===== config.mk =====
export PLATFORM = sky130hd
export DESIGN_NAME = fft_radix2_iter
export DESIGN_NICKNAME = d
export VERILOG_FILES = /design/src/rtl/fft_radix2_iter.sv
export SDC_FILE = /design/constraint.sdc
export NUM_CORES = 2
export LEC_CHECK = 0
export BUFFER_PORTS_ARGS = -buffer_cell sky130_fd_sc_hd__buf_2
export CAP_MARGIN = 20
export CORE_UTILIZATION = 50
export CTS_CLUSTER_DIAMETER = 30
export CTS_CLUSTER_SIZE = 20
export DETAILED_ROUTE_END_ITERATION = 8
export PLACE_DENSITY = 0.66
export SYNTH_ARGS = -nofsm -noshare
export SYNTH_HDL_FRONTEND = slang
export SYNTH_SLANG_ARGS = --single-unit

===== constraint.sdc =====
create_clock -name CLK -period 36.1 [get_ports CLK]
set_input_delay 3.61 -clock CLK [delete_from_list [all_inputs] [get_ports CLK]]
set_output_delay 3.61 -clock CLK [all_outputs]
set_load 0.005 [all_outputs]

===== src/rtl/fft_radix2_iter.sv =====
// fft_radix2_iter: iterative in-place radix-2 DIT FFT, one butterfly per cycle.
// Define FFT_SCALE_EN to halve every butterfly output (overall gain 1/N).
module fft_radix2_iter #(
  parameter int LOG2N   = 3,
  parameter int DATA_W  = 16,
  parameter int TW_FRAC = 8
) (
  input  logic              CLK,
  input  logic              RST,
  input  logic              in_valid,
  output logic              in_ready,
  input  logic [DATA_W-1:0] in_real,
  input  logic [DATA_W-1:0] in_imag,
  input  logic              start,
  output logic              busy,
  output logic              out_valid,
  input  logic              out_ready,
  output logic [DATA_W-1:0] out_real,
  output logic [DATA_W-1:0] out_imag,
  output logic [LOG2N-1:0]  out_index,
  output logic              done
);

  localparam int N    = 1 << LOG2N;
  localparam int HN   = N / 2;
  localparam int TW_W = TW_FRAC + 2;
  localparam int PW   = DATA_W + TW_FRAC + 3;
  localparam int CW   = LOG2N + 1;
  localparam real PI  = 3.14159265358979323846;

  typedef enum logic [1:0] {
    IDLE,
    COMPUTE,
    UNLOAD
  } state_t;

  state_t state, state_nx;

  logic signed [DATA_W-1:0] xr [N];
  logic signed [DATA_W-1:0] xi [N];
  logic signed [TW_W-1:0]   wr_rom [HN];
  logic signed [TW_W-1:0]   wi_rom [HN];

  logic [CW-1:0]    load_cnt;
  logic [2:0]       s_cnt;
  logic [LOG2N-2:0] b_cnt;
  logic [LOG2N-1:0] idx;

  logic load_fire;
  logic start_ok;
  logic bfly_last;
  logic out_fire;
  logic out_last;

  // Twiddles are fixed at elaboration; round half away from zero.
  function automatic logic signed [TW_W-1:0] tw(input int k, input bit im);
    real a;
    real v;
    a = 2.0 * PI * real'(k) / real'(N);
    v = (2.0 ** TW_FRAC) * (im ? -$sin(a) : $cos(a));
    return TW_W'((v >= 0.0) ? $rtoi(v + 0.5) : -$rtoi(0.5 - v));
  endfunction

  function automatic logic [LOG2N-1:0] bitrev(input logic [LOG2N-1:0] a);
    logic [LOG2N-1:0] r;
    for (int i = 0; i < LOG2N; i++) r[i] = a[LOG2N-1-i];
    return r;
  endfunction

  for (genvar k = 0; k < HN; k++) begin : g_tw
    assign wr_rom[k] = tw(k, 1'b0);
    assign wi_rom[k] = tw(k, 1'b1);
  end

  logic [LOG2N-1:0] bx;
  logic [LOG2N-1:0] mask;
  logic [LOG2N-1:0] half;
  logic [LOG2N-1:0] top_a;
  logic [LOG2N-1:0] bot_a;
  logic [LOG2N-1:0] kx;
  logic [LOG2N-2:0] k_a;
  logic [3:0]       s1;

  always_comb begin
    bx    = {1'b0, b_cnt};
    s1    = {1'b0, s_cnt} + 4'd1;
    half  = LOG2N'(1) << s_cnt;
    mask  = half - LOG2N'(1);
    top_a = ((bx >> s_cnt) << s1) | (bx & mask);
    bot_a = top_a + half;
    kx    = (bx & mask) << (3'(LOG2N - 1) - s_cnt);
    k_a   = kx[LOG2N-2:0];
  end

  logic signed [DATA_W-1:0] tr, ti, br, bi;
  logic signed [DATA_W-1:0] p_r, p_i;
  logic signed [DATA_W-1:0] nt_r, nt_i, nb_r, nb_i;
  logic signed [TW_W-1:0]   wr, wi;
  logic signed [PW-1:0]     brx, bix, wrx, wix, mr, mi;

  assign tr  = xr[top_a];
  assign ti  = xi[top_a];
  assign br  = xr[bot_a];
  assign bi  = xi[bot_a];
  assign wr  = wr_rom[k_a];
  assign wi  = wi_rom[k_a];
  assign brx = PW'(br);
  assign bix = PW'(bi);
  assign wrx = PW'(wr);
  assign wix = PW'(wi);
  assign mr  = (brx * wrx - bix * wix) >>> TW_FRAC;
  assign mi  = (brx * wix + bix * wrx) >>> TW_FRAC;
  assign p_r = mr[DATA_W-1:0];
  assign p_i = mi[DATA_W-1:0];

`ifdef FFT_SCALE_EN
  logic signed [DATA_W:0] st_r, st_i, sb_r, sb_i;
  logic unused_sc;

  // Sum one bit wider, then drop the LSB: a truncating >>>1 with no overflow.
  assign st_r = (DATA_W+1)'(tr) + (DATA_W+1)'(p_r);
  assign st_i = (DATA_W+1)'(ti) + (DATA_W+1)'(p_i);
  assign sb_r = (DATA_W+1)'(tr) - (DATA_W+1)'(p_r);
  assign sb_i = (DATA_W+1)'(ti) - (DATA_W+1)'(p_i);
  assign nt_r = st_r[DATA_W:1];
  assign nt_i = st_i[DATA_W:1];
  assign nb_r = sb_r[DATA_W:1];
  assign nb_i = sb_i[DATA_W:1];
  assign unused_sc = ^{st_r[0], st_i[0], sb_r[0], sb_i[0]};
`else
  assign nt_r = tr + p_r;
  assign nt_i = ti + p_i;
  assign nb_r = tr - p_r;
  assign nb_i = ti - p_i;
`endif

  logic unused_ok;
  assign unused_ok = ^{mr[PW-1:DATA_W], mi[PW-1:DATA_W], kx[LOG2N-1]};

  assign load_fire = in_valid && in_ready;
  assign start_ok  = (state == IDLE) && start && (load_cnt == CW'(N));
  assign bfly_last = (state == COMPUTE) && (s_cnt == 3'(LOG2N - 1)) && (&b_cnt);
  assign out_fire  = (state == UNLOAD) && out_ready;
  assign out_last  = &idx;

  always_ff @(posedge CLK) begin
    if (load_fire) begin
      xr[bitrev(load_cnt[LOG2N-1:0])] <= in_real;
      xi[bitrev(load_cnt[LOG2N-1:0])] <= in_imag;
    end else if (state == COMPUTE) begin
      xr[top_a] <= nt_r;
      xi[top_a] <= nt_i;
      xr[bot_a] <= nb_r;
      xi[bot_a] <= nb_i;
    end
  end

  always_ff @(posedge CLK) begin
    if (RST) begin
      load_cnt <= '0;
      s_cnt    <= '0;
      b_cnt    <= '0;
      idx      <= '0;
      done     <= 1'b0;
    end else begin
      done <= out_fire && out_last;
      if (load_fire) begin
        load_cnt <= load_cnt + CW'(1);
      end else if (out_fire && out_last) begin
        load_cnt <= '0;
      end
      if (start_ok) begin
        s_cnt <= '0;
        b_cnt <= '0;
      end else if (state == COMPUTE) begin
        b_cnt <= b_cnt + 1'b1;
        if (&b_cnt) s_cnt <= s_cnt + 3'd1;
      end
      if (out_fire) idx <= out_last ? '0 : idx + 1'b1;
    end
  end

  always_ff @(posedge CLK) begin
    if (RST) state <= IDLE;
    else     state <= state_nx;
  end

  always_comb begin
    state_nx = state;
    unique case (state)
      IDLE:    if (start_ok) state_nx = COMPUTE;
      COMPUTE: if (bfly_last) state_nx = UNLOAD;
      UNLOAD:  if (out_fire && out_last) state_nx = IDLE;
      default: state_nx = IDLE;
    endcase
  end

  always_comb begin
    in_ready  = 1'b0;
    busy      = 1'b1;
    out_valid = 1'b0;
    out_real  = '0;
    out_imag  = '0;
    out_index = idx;
    unique case (state)
      IDLE: begin
        busy     = 1'b0;
        in_ready = load_cnt < CW'(N);
      end
      COMPUTE: ;
      UNLOAD: begin
        out_valid = 1'b1;
        out_real  = xr[idx];
        out_imag  = xi[idx];
      end
      default: ;
    endcase
  end

endmodule


* Yosys cells after proc, flatten, opt, wreduce, memory -nomap -nowiden
Memories as Yosys holds them, arrays and structs flattened. A register that Yosys moved wholly into a read port is not among the register bits.
Index checks and enable logic that the tools add are counted.
** Word-level totals
- Flip-flop bits (word level) :: 15
- Output and inout port bits :: 39
- Memories :: 2
- Word-level logic and storage cells :: 91
- Bits of input ports :: 37
- RAM bits :: 256
** Memory list
- xi :: words 8, width 16, rd ports 3, clocked after memory_dff 1, wr ports 2, line 40 : logic signed [DATA_W-1:0] xi [N];
- xr :: words 8, width 16, rd ports 3, clocked after memory_dff 1, wr ports 2, line 39 : logic signed [DATA_W-1:0] xr [N];
** Cells by class
- Add/subtract/negate cells :: 14
- Muxes and demuxes :: 33
- $mul :: 4
- Reductions and logical operators :: 16
- Shifts and indexed selects :: 4
- $lt $le $gt $ge :: 2
- Eq/ne operators :: 7
- Bitwise gates (word level) :: 3
** Operators with widths (number)
- 16-bit by 10-bit multiplier with 24-bit output :: 4
- 16-bit two-way mux :: 4
- 10-bit binary-select mux with 2-bit select :: 2
- 10-bit two-way mux :: 4
- 16-bit adder :: 2
- 16-bit OR reduction :: 2
- 16-bit subtractor :: 2
- 24-bit adder :: 1
- 24-bit subtractor :: 1
- 3-bit two-way mux :: 7
- 1-bit two-way mux :: 10
- 3-bit AND reduction :: 3
- 4-bit two-way mux :: 2
- 1-bit logical AND :: 7
- 3-bit by 1-bit adder with 3-bit output, second input constant :: 2
- 2-bit two-way mux :: 3
- 2-bit case mux with 3 select lines :: 1
- 3-bit by 1-bit adder with 4-bit output, second input constant :: 1
- 4-bit by 1-bit adder with 4-bit output, second input constant :: 1
- 4-bit equality test, second input constant :: 1
- 4-bit less-than comparator, second input constant :: 1
- 2-bit != test, second input constant :: 2
- 3-bit by 4-bit left shift with 3-bit output :: 1
- 3-bit adder :: 1
- other kinds (18) :: 18

* Longest topological paths before layout
- Word-level depth :: 12
- Depth in mapped cells :: 60
- Mapped depth without buffers :: 55

* Worst setup path before layout
OpenSTA, ideal clock, no wires.
- Path type :: register -> register
- Start :: register s_cnt[0]
- End :: memory xr[0][15] (data pin)
- Required time :: 35.948 ns
- Path slack :: 22.947 ns
- Clock period less this slack :: 13.153 ns
- Library setup time :: 0.152 ns
- Arrival :: 13.001 ns
- Buffers on the path :: 6
- Cell stages (with the launch flop) :: 55
- Path through :: dfxtp_1 > inv_1 > ha_1 > nor4_1 > nand3_1 > and2_1 > inv_2 > clkbuf_1 > buf_1 > ha_1 > inv_1 > fa_1 > buf_2 > clkbuf_1 > clkbuf_1 > mux4_2 > mux2i_1 > nand2b_1 > [... 19 more ...] > nor2b_1 > nor2_1 > o21ai_0 > a21oi_1 > o21ba_2 > xnor2_1 > ha_1 > clkbuf_1 > or3_1 > o21ai_0 > a21oi_1 > and4_1 > a2111oi_0 > o21bai_1 > a21oi_1 > xor2_1 > nand2_2 > a31oi_1
** RTL lines
- start: declaration :: line 45 : logic [2:0] s_cnt;
- start signal: assignment :: line 177 : if (&b_cnt) s_cnt <= s_cnt + 3'd1;
- end: declaration :: line 39

==> metrics.csv <==
stage,metric,value,unit
status,status,"finished, final reports clean",
timing,finalHoldViolations,0,
timing,drv_slew,0,
synth,yosys-top-cells-area,"fa_1, edfxtp_1, ha_1",
place,place.gp.congestion,0.953,
place,post_dp_cell_area,38400,µm²
routing,drt_first_pass_iters,6,
power_and_ir_drop,ir_drop,0.0406,mV
critical_path,r2r-end,xr[7][15],
clocking,ctsHtreeMaxLevel,2,
critical_path,cp_top_family,adder cells,
routing,route.antenna.remaining_nets,0,
cells_and_area,final_area,40200,µm²
routing,viasPerCell,5.80,
power_and_ir_drop,p_leak,18.4,nW
critical_path,r2r_slack,20680,ps
synth,synth_top_cell_area_share,0.240,
hold_path,hold_path_depth,2,
synth,yosys_warnings,0,
floorplan,die_area,74700,µm²
critical_path,r2r-start,s_cnt[0],
timing,max_freq,0.0649,GHz
floorplan,die_x,273,µm
critical_path,cp_common_cell,inv_1,
place,hpwl,83.2,mm
critical_path,reg2regPathDepth,49,
floorplan,start_util,0.505,
synth,synthTopCellsByCount,"inv_1, fa_1, nand2_1",
routing,post_drt_wl_per_cell,22.7,µm
cells_and_area,nNetsFinal,4648,
clocking,clkTransAtPathRegs,60,ps
critical_path,worstPathMaxFanout,45,
clocking,postCtsResizedCells,0,
synth,synth.most_common_cell,inv_1,
synth,synth_ff_type,edfxtp_1,
clocking,clk_latency,590,ps
critical_path,critPathSlowestCell,fa_4,
global_routing,antenna_found_initial,2,
hold_path,worst_hold_path_type,reg -> reg,
critical_path,cp.arrival,15830,ps
timing,fin_skew,38.1,ps
hold_path,hold_path_end,load_cnt[3],
synth,synth.distinct_cells,80,
synth,synth_top_family_by_area,adder cells,
synth,synth_xor_area_frac,0.0335,
clocking,cts_hold_buf,0,
synth,synthSimpleGateAreaFrac,0.147,
timing,final.min_clock_period,15420,ps
synth,yosys.area_share.adder,0.335,
critical_path,path_buf_inv,9,
global_routing,gr-usage-all-layers,0.306,
cells_and_area,drive_gt1_frac,0.110,
hold_path,hp-start,load_cnt[3],
timing,slew_headroom,0.230,
synth,synth_edf_count,256,
timing,fin_tns_setup,0,ps
run,maxCapViolCount,0,
global_routing,grt_max_degree,72,
routing,routed_wl,111,mm
floorplan,rows,99,
global_routing,overflow,0,
clocking,post_cts_buffers,0,
place,portBuffers,75,
critical_path,worstPathRequired,36510,ps
clocking,numCtsBuffers,51,
critical_path,critPathMaxStageDelay,1270,ps
global_routing,grt_pass1_wl,172,mm
critical_path,critPathCaptureType,flop,
clocking,clockBufferDepth,3,
timing,fin_crit_sh,0.427,
power_and_ir_drop,power_density,24.1,nW/µm²
cells_and_area,area_growth_syn_to_layout,9.23,%
routing,drc,0,
synth,muxShareOfSynthArea,0.107,
synth,synth_area,36800,µm²
synth,yosysTopAreaCell,fa_1,
synth,ys_ff_latch,274,
clocking,cts-root-buf,clkbuf_16,
critical_path,worstSetupPathType,reg -> reg,
synth,avgSynthCellArea,9.52,µm²
floorplan,ios,76,
clocking,cts_sinks,274,
clocking,cts_tree,yes,
timing,setup_viol,0,
timing,grt_setup_unrepaired,false,
synth,synth_compound_area_frac,0.0711,
synth,ys_seq_area_frac,0.219,
routing,drt_first_iter_violations,2539,
timing,tightest_slew,1120,ps
floorplan,die_h,273,µm
synth,ys_async_sr_fraction,0,
synth,synth.net_count,4625,
routing,num_vias,28400,
floorplan,core_area,73000,µm²
global_routing,grt_pass1_vias,29100,
synth,syn-instance-count,3868,
critical_path,cp-start-kind,flop,
==> worst register-to-register path, delay by kind of cell, from the launching register on <==
family,cells,cell delay [ps]
adders and majority gates,12,5700
AOI/OAI and AO/OA,13,3170
and+or+nand+nor,11,2330
buffers and inverters,9,1680
muxes,2,1420
DFF,1,500
xor gates and xnor gates,2,460
==> cell families after synthesis <==
group | after synthesis
AND/OR/NAND/NOR | 1194
buffers and inverters | 859
adder cells (fa/ha/maj) | 720
AO/OA/AOI/OAI | 462
flip-flops | 274
multiplexers | 231
XOR/XNOR | 128
==> where the power goes <==
| part | switching (mW) | internal [mW] | total (mW) |
|---|---|---|---|
| Clock | 0.191 | 0.304 | 0.495 |
| Combinational | 0.0754 | 0.0398 | 0.115 |
| Sequential | 0.00428 | 0.354 | 0.358 |
==> state kept, by name, indices dropped and copies added (netlist names), named ones only <==
| register | cells |
|---|---|
| b_cnt | 2 |
| out_index | 3 |
| s_cnt | 3 |
| done | 1 |
| load_cnt | 4 |
| xr | 128 |
| state | 2 |
| xi | 128 |
==> layer usage <==
layer | share of wire | GRT usage
met1 | 0.39 | 0.397
met3 | 0.085 | 0.0524
met4 | 0.045 | 0.133
met5 | 0 | 0
met2 | 0.48 | 0.502
==> worst max-delay path by stage <==
stage,from,slack [ps],cells after the start,end
after detailed placement,s_cnt[0],20900,49,xr[7][15]
after floorplan,s_cnt[0],22950,54,xr[0][15]
final,s_cnt[0],20680,49,xr[7][15]
after global routing,s_cnt[0],19970,48,xr[3][13]
after global placement,s_cnt[0],21120,49,xr[6][15]
after CTS,s_cnt[0],20840,49,xr[7][15]
==> cell usage in the layout, fill, tap and decap left out, types with 26 or more instances in the layout <==
cell type | synthesis | routed
nor2b_1 | 27 | 26
nand2_1 | 419 | 418
edfxtp_1 | 256 | 256
o21ai_0 | 82 | 74
buf_4 | 0 | 71
xor2_1 | 33 | 33
mux4_2 | 130 | 130
nand3_1 | 175 | 175
clkbuf_16 | 0 | 51
buf_2 | 4 | 75
fa_1 | 441 | 440
xnor2_1 | 88 | 88
mux2i_1 | 99 | 96
nand2b_1 | 84 | 82
ha_1 | 279 | 277
and2_1 | 49 | 48
inv_1 | 680 | 680
nor2_1 | 339 | 337
a21oi_1 | 253 | 253
==> layout make-up <==
type	count	area (µm²)
Clock inverter	43	493
Fill cell	6408	32700
Multi-Input combinational cell	2735	25700
Tap cell	959	1200
Timing Repair Buffer	147	916
Clock buffer	52	1280
Sequential cell	274	8060
Antenna cell	1	2.50
Inverter	682	2560
==> per-stage QoR <==
stage / cells / setup slack [ps] / total power, mW / hold WS [ps] / util
2_1_floorplan: 3868 / 22950 / 0.441 / 440 / -
3_5_place_dp: 4796 / 20900 / 0.477 / 462 / 0.527
3_3_place_gp: 4796 / 21120 / 0.476 / 453 / 0.527
5_1_grt: 4892 / 19970 / 0.991 / 510 / 0.551
6_report: 4893 / 20680 / 0.969 / 486 / 0.551
4_1_cts: 4891 / 20840 / 0.968 / 494 / 0.551
No activity file was read; power rests on OpenSTA's default activity.
